===== config.mk =====
export PLATFORM = sky130hd
export DESIGN_NAME = data_mem_arbiter
export DESIGN_NICKNAME = d
export VERILOG_FILES = /design/src/rtl/data_mem_arbiter.sv
export SDC_FILE = /design/constraint.sdc
export NUM_CORES = 1
export LEC_CHECK = 0
export CAP_MARGIN = 20
export CORE_MARGIN = 2
export CORE_UTILIZATION = 30
export DETAILED_ROUTE_END_ITERATION = 8
export HOLD_SLACK_MARGIN = 0.12
export PLACE_DENSITY = 0.83
export RECOVER_POWER = 100
export SLEW_MARGIN = 20
export SYNTH_ARGS = -nofsm -noshare
export SYNTH_HDL_FRONTEND = slang
export SYNTH_SLANG_ARGS = --single-unit

===== constraint.sdc =====
create_clock -name clk -period 1.9 [get_ports clk]
set_clock_uncertainty 0.05 [all_clocks]
set_input_delay 0.19 -clock clk [delete_from_list [all_inputs] [get_ports clk]]
set_output_delay 0.19 -clock clk [all_outputs]
set_load 0.01 [all_outputs]

===== src/rtl/data_mem_arbiter.sv =====
// rtl/data_mem_arbiter.sv - round-robin arbiter sharing one data memory port between core and loader
// Each grant takes IDLE -> SERVE -> ACK; memory signals are driven only during SERVE.
module data_mem_arbiter #(
   parameter int AW = 8
) (
   input  logic          clk,
   input  logic          reset,
   input  logic          c_req,
   input  logic          c_we,
   input  logic [AW-1:0] c_addr,
   input  logic [7:0]    c_wdata,
   output logic          c_ack,
   output logic [7:0]    c_rdata,
   input  logic          d_req,
   input  logic          d_we,
   input  logic [AW-1:0] d_addr,
   input  logic [7:0]    d_wdata,
   output logic          d_ack,
   output logic [7:0]    d_rdata,
   output logic [AW-1:0] memAddress,
   output logic [7:0]    memDataIn,
   output logic          ReadMem,
   output logic          WriteMem,
   input  logic [7:0]    memDataOut
);

   typedef enum logic [1:0] {IDLE, SERVE, ACK} state_t;

   state_t state, state_nx;
   logic   sel, sel_nx;
   logic   last;

   // last resets to the loader so the core wins the first tie
   always_ff @(posedge clk or posedge reset) begin
      if (reset) begin
         state   <= IDLE;
         sel     <= 1'b0;
         last    <= 1'b1;
         c_rdata <= 8'h00;
         d_rdata <= 8'h00;
      end else begin
         state <= state_nx;
         sel   <= sel_nx;
         if (state == SERVE) begin
            last <= sel;
            if (ReadMem && !sel) c_rdata <= memDataOut;
            if (ReadMem && sel)  d_rdata <= memDataOut;
         end
      end
   end

   always_comb begin
      state_nx   = state;
      sel_nx     = sel;
      memAddress = '0;
      memDataIn  = 8'h00;
      ReadMem    = 1'b0;
      WriteMem   = 1'b0;
      c_ack      = 1'b0;
      d_ack      = 1'b0;
      case (state)
         IDLE: begin
            if (c_req && d_req) begin
               sel_nx   = ~last;
               state_nx = SERVE;
            end else if (c_req) begin
               sel_nx   = 1'b0;
               state_nx = SERVE;
            end else if (d_req) begin
               sel_nx   = 1'b1;
               state_nx = SERVE;
            end
         end
         SERVE: begin
            state_nx = ACK;
            if (sel) begin
               memAddress = d_addr;
               memDataIn  = d_wdata;
               WriteMem   = d_we;
               ReadMem    = ~d_we;
            end else begin
               memAddress = c_addr;
               memDataIn  = c_wdata;
               WriteMem   = c_we;
               ReadMem    = ~c_we;
            end
         end
         ACK: begin
            state_nx = IDLE;
            c_ack    = ~sel;
            d_ack    = sel;
         end
         default: state_nx = IDLE;
      endcase
   end

endmodule


==> results of run 1 <==
[worst register-to-register path: stages, from the launching register on]
cell and delay, ns:
dfrtp_2 0.44, buf_12 0.16, nor4b_1 0.31, clkbuf_2 0.31, mux2_2 0.38
[per-layer routing]
metal / wire [um] / vias up
li1: - / 481
met1: 1170 / 467
met2: 1610 / 50
met3: 232 / 6
met4: 57 / 0
met5: 0 / -
[placed cells by master, fill, tap and decap left out, drive strengths merged]
master and instances:
nor2b 1, clkdlybuf4s25 1, dfrtp 19, dlygate4sd3 17, clkdlybuf4s50 45, o21a 1
dfstp 1, clkbuf 9, nor4bb 1, a21boi 1, and3b 1, buf 3
mux2i 17, mux2 17, inv 2, dlygate4sd2 17, nand2b 1, or3b 1
nor2 18, nor3b 1, a22o 1, nor4b 1
[logic make-up after synthesis]
group	Yosys count	synth area share
compound gates	3	0.0222
buf+inv	8	0.0409
flops	20	0.469
mux	34	0.338
simple gates	25	0.130
[timing repair]
item / CTS / global route
endpoints found under the setup margin: 20 / 2
buffers inserted: 1 / 0
hold buffers: 0 / 0
hold endpoints to repair: 0 / 0
gates resized for setup: 20 / 2
[layout make-up]
class	instances	area share
Clock buffer	4	0.0186
Inverter	2	0.00385
Sequential cell	20	0.258
Tap cell	46	0.0295
Timing Repair Buffer	88	0.429
Multi-Input combinational cell	62	0.261
[synthesized netlist by cell type]
cell type / count / share of area
o21a_1: 1 / 0.0070
buf_6: 1 / 0.011
a21boi_0: 1 / 0.0070
nor2_1: 18 / 0.063
dfrtp_1: 19 / 0.44
nor4b_4: 1 / 0.022
nor2b_1: 1 / 0.0059
mux2i_1: 17 / 0.16
buf_2: 5 / 0.023
dfstp_2: 1 / 0.025
inv_1: 2 / 0.0070
or3b_2: 1 / 0.0082
mux2_2: 17 / 0.18
nor4bb_1: 1 / 0.0094
nor3b_1: 1 / 0.0070
a22o_1: 1 / 0.0082
and3b_1: 1 / 0.0082
nand2b_1: 1 / 0.0059
[per-stage QoR]
step	utilization	total power [uW]	hold WS, ns
4_1_cts	0.590	2750	0.278
5_1_grt	0.576	2730	0.464
6_report	0.576	2550	0.387
3_3_place_gp	0.580	2490	0.440
3_5_place_dp	0.580	2550	0.449
2_1_floorplan	-	1630	0.103
[registers in the layout (all words and copies together), names as in the netlist]
signal / cells
c_rdata: 8
d_rdata: 8
state: 2
sel: 1
last: 1
[power groups by stage]
stage | Sequential [uW] | Combinational, uW | Clock [uW]
global route | 796 | 1670 | 268
global placement | 779 | 1710 | 0
finish | 766 | 1550 | 235
detailed placement | 799 | 1760 | 0
floorplan | 857 | 772 | 0
CTS | 789 | 1710 | 246
[final timing paths]
check / from / cells after the start / end
max in group asynchronous: reset / 2 / sel$_DFFE_PP0P_
min in group clk: c_rdata[2]$_DFFE_PP0P_ / 1 / c_rdata[2]$_DFFE_PP0P_
worst min-delay path: reset / 2 / d_rdata[3]$_DFFE_PP0P_
worst max register to register: sel$_DFFE_PP0P_ / 4 / c_rdata[6]$_DFFE_PP0P_
worst min register to register: c_rdata[2]$_DFFE_PP0P_ / 1 / c_rdata[2]$_DFFE_PP0P_
worst max-delay path: sel$_DFFE_PP0P_ / 3 / d_ack
==> results.json, run 1 <==
{
  "syn-num-nets": 136,
  "clkTransAtPathRegs_ns": 0.10,
  "hpwl_mm": 2.58,
  "postRouteAntennaNets": 0,
  "cp_slowest_cell": "clkdlybuf4s50_1",
  "use_met1": 0.160,
  "numCtsBuffers": 3,
  "clk_path_buf_depth": 2,
  "place_ws_ns": 0.0986,
  "tightest_slew_ns": 0.712,
  "switching_share": 0.350,
  "grt_pass1_vias": 1118,
  "wl_per_cell_um": 13.9,
  "seqCellArea_um2": 503,
  "die_h_um": 63.7,
  "fmax_mhz": 555,
  "layout-drive-gt1-share": 0.176,
  "startpoint_type": "register",
  "irDropWorstVdd_v": 0.000903,
  "power_density_nw_per_um2": 1300,
  "ff2ff_setup_slack_ns": 0.14,
  "clkLatencyLatePin_ns": 0.29,
  "core_um2": 3390,
  "p_int_uw": 1650,
  "stdcell_area_um2": 1950,
  "arrival_ns": 1.56,
  "yosys_warnings": 0,
  "grt_pass1_wl_mm": 4.98,
  "setup_tns_ns": 0,
  "drc": 0,
  "clkPwrFrac": 0.092,
  "area_growth_pct": 82.5,
  "root_buffer": "clkbuf_4",
  "status": "complete, no violations",
  "netlist_instances": 90,
  "fill_cells": 306,
  "synth.cell_area_um2": 1070,
  "rsz0062_at_grt": "false",
  "cp-end-kind": "output pin",
  "cts_tree": "done",
  "routed_wl_mm": 3.08,
  "worstPathMaxFanout": 19,
  "crit_buf_inv": 2,
  "synth_cell_types": 18,
  "dr.pass1.iters": 2,
  "grt_use_met2": 0.296,
  "setup_viol": 0,
  "hold_viol_final": 0,
  "maxSlewViolCount": 0,
  "finalCritPeriodShare": 0.948,
  "synth_seq_area_share": 0.469,
  "diodes": 0,
  "routabilityCongestion": 0.695,
  "die_w_um": 63.7,
  "num_vias": 1004,
  "multi_input_area_um2": 509,
  "critPathTopFamily": "buffers and inverters",
  "placed_cells": 217,
  "start_util": 0.316,
  "cp_cell_sequence": "buf_12 > and3b_1 > clkdlybuf4s50_1",
  "grt_max_degree": 21,
  "vias_per_cell": 4.52,
  "cap_violations": 0,
  "dieArea_um2": 4060,
  "num_rows": 21,
  "port_buffers": 81,
  "grt-busiest-layer": "met2",
  "switching_power_uw": 893,
  "drt_iter0_drc": 7,
  "fin_cells": 222,
  "antenna_found_initial": 0,
  "placed_cell_area_um2": 1970,
  "fin_crit_ns": 1.80,
  "grt_use_total": 0.157,
  "h-tree-depth": 1,
  "min_path_type": "input pin to async pin",
  "cp.required_ns": 1.66,
  "critPathKind": "register to output pin",
  "synth_seq_cells": 20,
  "grt_overflow": 0,
  "setup_ws_ns": 0.0982,
  "num_io_pins": 82,
  "clock_sinks": 20,
  "slew_headroom": 0.525,
  "p_leak_uw": 0.000914,
  "slowest_delay_ns": 0.52,
  "met3_usage": 0.0446,
  "combPwrFrac": 0.607,
  "seqPwrFrac": 0.301,
  "nets": 223,
  "avgSynthCellArea_um2": 11.9
}
Power figures use the tool's default switching activity.
==> run 2: changes to the inputs <==
--- a/config.mk
+++ b/config.mk
@@ -6,12 +6,13 @@
 export NUM_CORES = 1
 export LEC_CHECK = 0
 export CAP_MARGIN = 20
-export CORE_MARGIN = 2
-export CORE_UTILIZATION = 30
+export CORE_MARGIN = 5
+export CORE_UTILIZATION = 33
 export DETAILED_ROUTE_END_ITERATION = 8
 export HOLD_SLACK_MARGIN = 0.12
-export PLACE_DENSITY = 0.83
+export PLACE_DENSITY = 0.89
 export RECOVER_POWER = 100
+export SETUP_SLACK_MARGIN = 0.1
 export SLEW_MARGIN = 20
 export SYNTH_ARGS = -nofsm -noshare
 export SYNTH_HDL_FRONTEND = slang
==> results.json, run 2 (same netlist as run 1, synthesis figures left out) <==
{
  "worstPathMaxFanout": 5,
  "postCtsHoldBufs": 0,
  "h-tree-depth": 1,
  "dieArea_um2": 4480,
  "fmax_mhz": 559,
  "grt_pass1_vias": 1163,
  "clkLatencyLatePin_ns": 0.30,
  "hold_viol_final": 0,
  "worstRegToRegCells": 4,
  "maxSlewViolCount": 0,
  "nets": 225,
  "tightest_slew_ns": 1.06,
  "p_leak_uw": 0.000922,
  "dr.pass1.iters": 6,
  "rr_endpoint": "c_rdata[1]$_DFFE_PP0P_",
  "power_density_nw_per_um2": 1320,
  "clock_sinks": 20,
  "num_vias": 1039,
  "status": "complete, no violations",
  "antenna_found_initial": 0,
  "layout_commonest_cell": "clkdlybuf4s50_1",
  "area_growth_pct": 83.7,
  "hold_path_depth": 2,
  "drt_iter0_drc": 13,
  "min_path_type": "input pin to register",
  "grt_overflow": 0,
  "core_um2": 3080,
  "cts_tree": "done",
  "irDropWorstVdd_v": 0.000693,
  "start_util": 0.348,
  "vias_per_cell": 4.68,
  "wl_per_cell_um": 16.1,
  "cp.required_ns": 1.66,
  "setup_tns_ns": 0,
  "slew_headroom": 0.291,
  "num_io_pins": 82,
  "grt_use_total": 0.163,
  "routed_wl_mm": 3.57,
  "root_buffer": "clkbuf_4",
  "cp-endpoint": "ReadMem",
  "routabilityCongestion": 0.716,
  "die_w_um": 66.9,
  "drc": 0,
  "startpoint_type": "register",
  "port_buffers": 81,
  "layout-drive-gt1-share": 0.174,
  "ff2ff_setup_slack_ns": 0.12,
  "largestRegisters": "c_rdata: 8 flops, d_rdata: 8 flops, state: 2 flops",
  "diodes": 0,
  "layout_common_cells": "clkdlybuf4s50_1, dlygate4sd2_1, nor2_1, dfrtp_1",
  "cap_violations": 0,
  "grt_max_degree": 21,
  "startpoint": "sel$_DFFE_PP0P_",
  "num_rows": 20,
  "critPathKind": "register to output pin",
  "die_h_um": 66.9,
  "cp-end-kind": "output pin",
  "arrival_ns": 1.55,
  "hpwl_mm": 2.96,
  "numCtsBuffers": 3,
  "r2r_start": "sel$_DFFE_PP0P_",
  "clk_path_buf_depth": 2,
  "grt_pass1_wl_mm": 5.44,
  "postRouteAntennaNets": 0,
  "fin_crit_ns": 1.79,
  "clkTransAtPathRegs_ns": 0.11,
  "fin_cells": 222,
  "placed_cells": 216,
  "finalCritPeriodShare": 0.942,
  "rsz0062_at_grt": "true",
  "setup_viol": 0
}
## run 2: cell count changes in the layout (fill, tap and decap cells not counted)
| cell | before | now |
|---|---|---|
| mux2i_1 | 17 | 16 |
| mux2i_2 | 0 | 1 |
| dlygate4sd2_1 | 17 | 19 |
| clkdlybuf4s50_1 | 45 | 44 |
| clkbuf_1 | 1 | 3 |
| clkbuf_2 | 4 | 2 |
| clkbuf_4 | 3 | 4 |
## run 2: power breakdown
group	total [uW]	switching [uW]	internal, uW	leakage (uW)
Clock	246	129	117	0.0000210
Combinational	1590	691	897	0.000663
Sequential	767	116	651	0.000238
## run 2: worst min-delay path by stage
stage                      startpoint                      to  slack, ns
2_1_floorplan                   reset  c_rdata[0]$_DFFE_PP0P_       0.10
3_3_place_gp   d_rdata[7]$_DFFE_PP0P_  d_rdata[7]$_DFFE_PP0P_       0.44
3_5_place_dp   d_rdata[2]$_DFFE_PP0P_  d_rdata[2]$_DFFE_PP0P_       0.45
4_1_cts                         reset  d_rdata[4]$_DFFE_PP0P_       0.15
5_1_grt                 memDataOut[6]  c_rdata[6]$_DFFE_PP0P_       0.45
6_report                        d_req    state[0]$_DFFE_PP0P_       0.46
## run 2: cell type report
cell class,count,area (um2)
fill,271,1110
timing repair buffer,90,851
multi-input combinational,62,513
sequential,20,503
tap,44,55.1
clock buffer,4,36.3
inverter,2,7.51
## run 2: repair_timing
item                                    4_1_cts  5_1_grt
resized for setup                            23        4
endpoints found under the setup margin       19       11
gates cloned                                  0        0
pin swaps                                     0        0
setup buffers                                 1        1
## run 2: worst max-delay path: stages, from the launching register on
cell           delay [ns]
dfrtp_2              0.43
clkbuf_4             0.15
mux2i_1              0.23
nor2b_1              0.17
dlygate4sd2_1        0.28
## run 2: through the flow
| stage | util | hold slack [ns] | setup slack [ns] | power [uW] | instance area, um2 |
|---|---|---|---|---|---|
| 6_report | 0.639 | 0.457 | 0.109 | 2600 | 1970 |
| 4_1_cts | 0.647 | 0.147 | 0.0625 | 2750 | 1990 |
| 3_3_place_gp | 0.636 | 0.439 | 0.156 | 2470 | 1960 |
| 2_1_floorplan | - | 0.103 | 0.415 | 1630 | 1070 |
| 3_5_place_dp | 0.636 | 0.447 | 0.117 | 2550 | 1960 |
| 5_1_grt | 0.639 | 0.452 | 0.0215 | 2790 | 1970 |
## run 2: per-layer routing
layer	routed length [um]	GRT usage	part of all wire	vias to the layer above
li1	-	-	-	490
met1	1150	0.156	0.32	500
met2	2110	0.312	0.59	41
met3	205	0.0590	0.057	8
met4	107	0.0608	0.030	0
met5	0	0	0	-
==> run 3: changes to the inputs <==
--- a/config.mk
+++ b/config.mk
@@ -6,7 +6,6 @@
 export NUM_CORES = 1
 export LEC_CHECK = 0
 export CAP_MARGIN = 20
-export CORE_MARGIN = 5
 export CORE_UTILIZATION = 33
 export DETAILED_ROUTE_END_ITERATION = 8
 export HOLD_SLACK_MARGIN = 0.12
==> results.json, run 3 (same netlist as run 1, synthesis figures left out) <==
{
  "status": "complete, no violations",
  "core_um2": 3050,
  "start_util": 0.350,
  "grt_pass1_vias": 1107,
  "place_ws_ns": 0.0878,
  "arrival_ns": 1.83,
  "cap_violations": 0,
  "clock_sinks": 20,
  "ff2ff_setup_slack_ns": 0.20,
  "grt_pass1_wl_mm": 4.84,
  "startpoint_type": "register",
  "postCtsHoldBufs": 0,
  "seqCellArea_um2": 503,
  "largestRegisters": "c_rdata: 8 flops, d_rdata: 8 flops, state: 2 flops",
  "area_growth_pct": 83.3,
  "layout_common_cells": "clkdlybuf4s50_1, dlygate4sd2_1, nor2_1, dfrtp_1",
  "hpwl_mm": 2.48,
  "h-tree-depth": 1,
  "layout-drive-gt1-share": 0.186,
  "setup_ws_ns": 0.200,
  "dr.pass1.iters": 4,
  "crit_buf_inv": 2,
  "rsz0062_at_grt": "false",
  "diodes": 0,
  "num_io_pins": 82,
  "fin_crit_ns": 1.70,
  "die_w_um": 58.9,
  "dieArea_um2": 3470,
  "power_density_nw_per_um2": 1310,
  "multi_input_area_um2": 524,
  "fin_cells": 221,
  "setup_tns_ns": 0,
  "irDropWorstVdd_v": 0.000950,
  "clkLatencyLatePin_ns": 0.29,
  "min_path_type": "input pin to async pin",
  "fmax_mhz": 588,
  "nets": 224,
  "drc": 0,
  "grt_max_degree": 21,
  "hold_viol_final": 0,
  "worstPathMaxFanout": 8,
  "cp_cell_sequence": "clkbuf_2 > nor4b_4 > clkbuf_2 > mux2_2",
  "slew_headroom": 0.495,
  "vias_per_cell": 4.67,
  "postRouteAntennaNets": 0,
  "die_h_um": 58.9,
  "num_vias": 1033,
  "stdcell_area_um2": 1960,
  "cp.required_ns": 2.03,
  "finalCritPeriodShare": 0.895,
  "routabilityCongestion": 0.746,
  "holdWs_ns": 0.413,
  "tightest_slew_ns": 0.757,
  "clkTransAtPathRegs_ns": 0.11,
  "placed_cells": 215,
  "setup_viol": 0,
  "numCtsBuffers": 3,
  "slowest_delay_ns": 0.44,
  "wl_per_cell_um": 14.0,
  "cp_slowest_cell": "dfrtp_2",
  "num_rows": 20,
  "root_buffer": "clkbuf_4",
  "grt_overflow": 0,
  "layout_commonest_cell": "clkdlybuf4s50_1",
  "clk_path_buf_depth": 2,
  "drt_iter0_drc": 32,
  "cp-end-kind": "register",
  "routed_wl_mm": 3.10,
  "grt_use_total": 0.182,
  "p_leak_uw": 0.000930,
  "maxSlewViolCount": 0,
  "port_buffers": 81,
  "fill_cells": 260,
  "critPathKind": "register to register",
  "placed_cell_area_um2": 1950,
  "cts_tree": "done",
  "antenna_found_initial": 0,
  "path_common_cell": "clkbuf_2",
  "critPathTopFamily": "buffers and inverters"
}
==> run 3: layer usage <==
layer  vias to the layer above  share of wire  track usage
met3                         0          0.087       0.0571
met1                       499           0.37        0.195
li1                        484              -            -
met5                         -              0            0
met2                        50           0.54        0.357
met4                         0              0       0.0136
==> run 3: repair_timing <==
action,in CTS,in global routing
buffers inserted,2,0
endpoints found under the setup margin,19,1
gates resized for setup,22,3
==> run 3: worst paths after layout <==
kind                                        start                     end  cells past startpoint
max in group asynchronous                   reset         sel$_DFFE_PP0P_                      2
min in group clk           c_rdata[4]$_DFFE_PP0P_  c_rdata[4]$_DFFE_PP0P_                      1
max reg2reg                       sel$_DFFE_PP0P_  c_rdata[7]$_DFFE_PP0P_                      4
max                               sel$_DFFE_PP0P_  c_rdata[7]$_DFFE_PP0P_                      4
min                                         reset  d_rdata[6]$_DFFE_PP0P_                      2
min reg2reg                c_rdata[4]$_DFFE_PP0P_  c_rdata[4]$_DFFE_PP0P_                      1
==> run 3: metrics by stage <==
step	total power, uW	util
3_5_place_dp	2510	0.639
6_report	2560	0.642
4_1_cts	2690	0.649
2_1_floorplan	1630	-
3_3_place_gp	2450	0.639
5_1_grt	2740	0.642
==> run 3: power by group <==
group	switching, uW	internal, uW	leakage, uW
registers	104	651	0.000238
logic	686	883	0.000671
clock network	123	117	0.0000210
==> run 3: layout make-up <==
| cell class | count | area share |
|---|---|---|
| clock buffer | 4 | 0.0185 |
| sequential | 20 | 0.257 |
| tap | 44 | 0.0281 |
| timing repair buffer | 89 | 0.426 |
| multi-input combinational | 62 | 0.267 |
| inverter | 2 | 0.00383 |
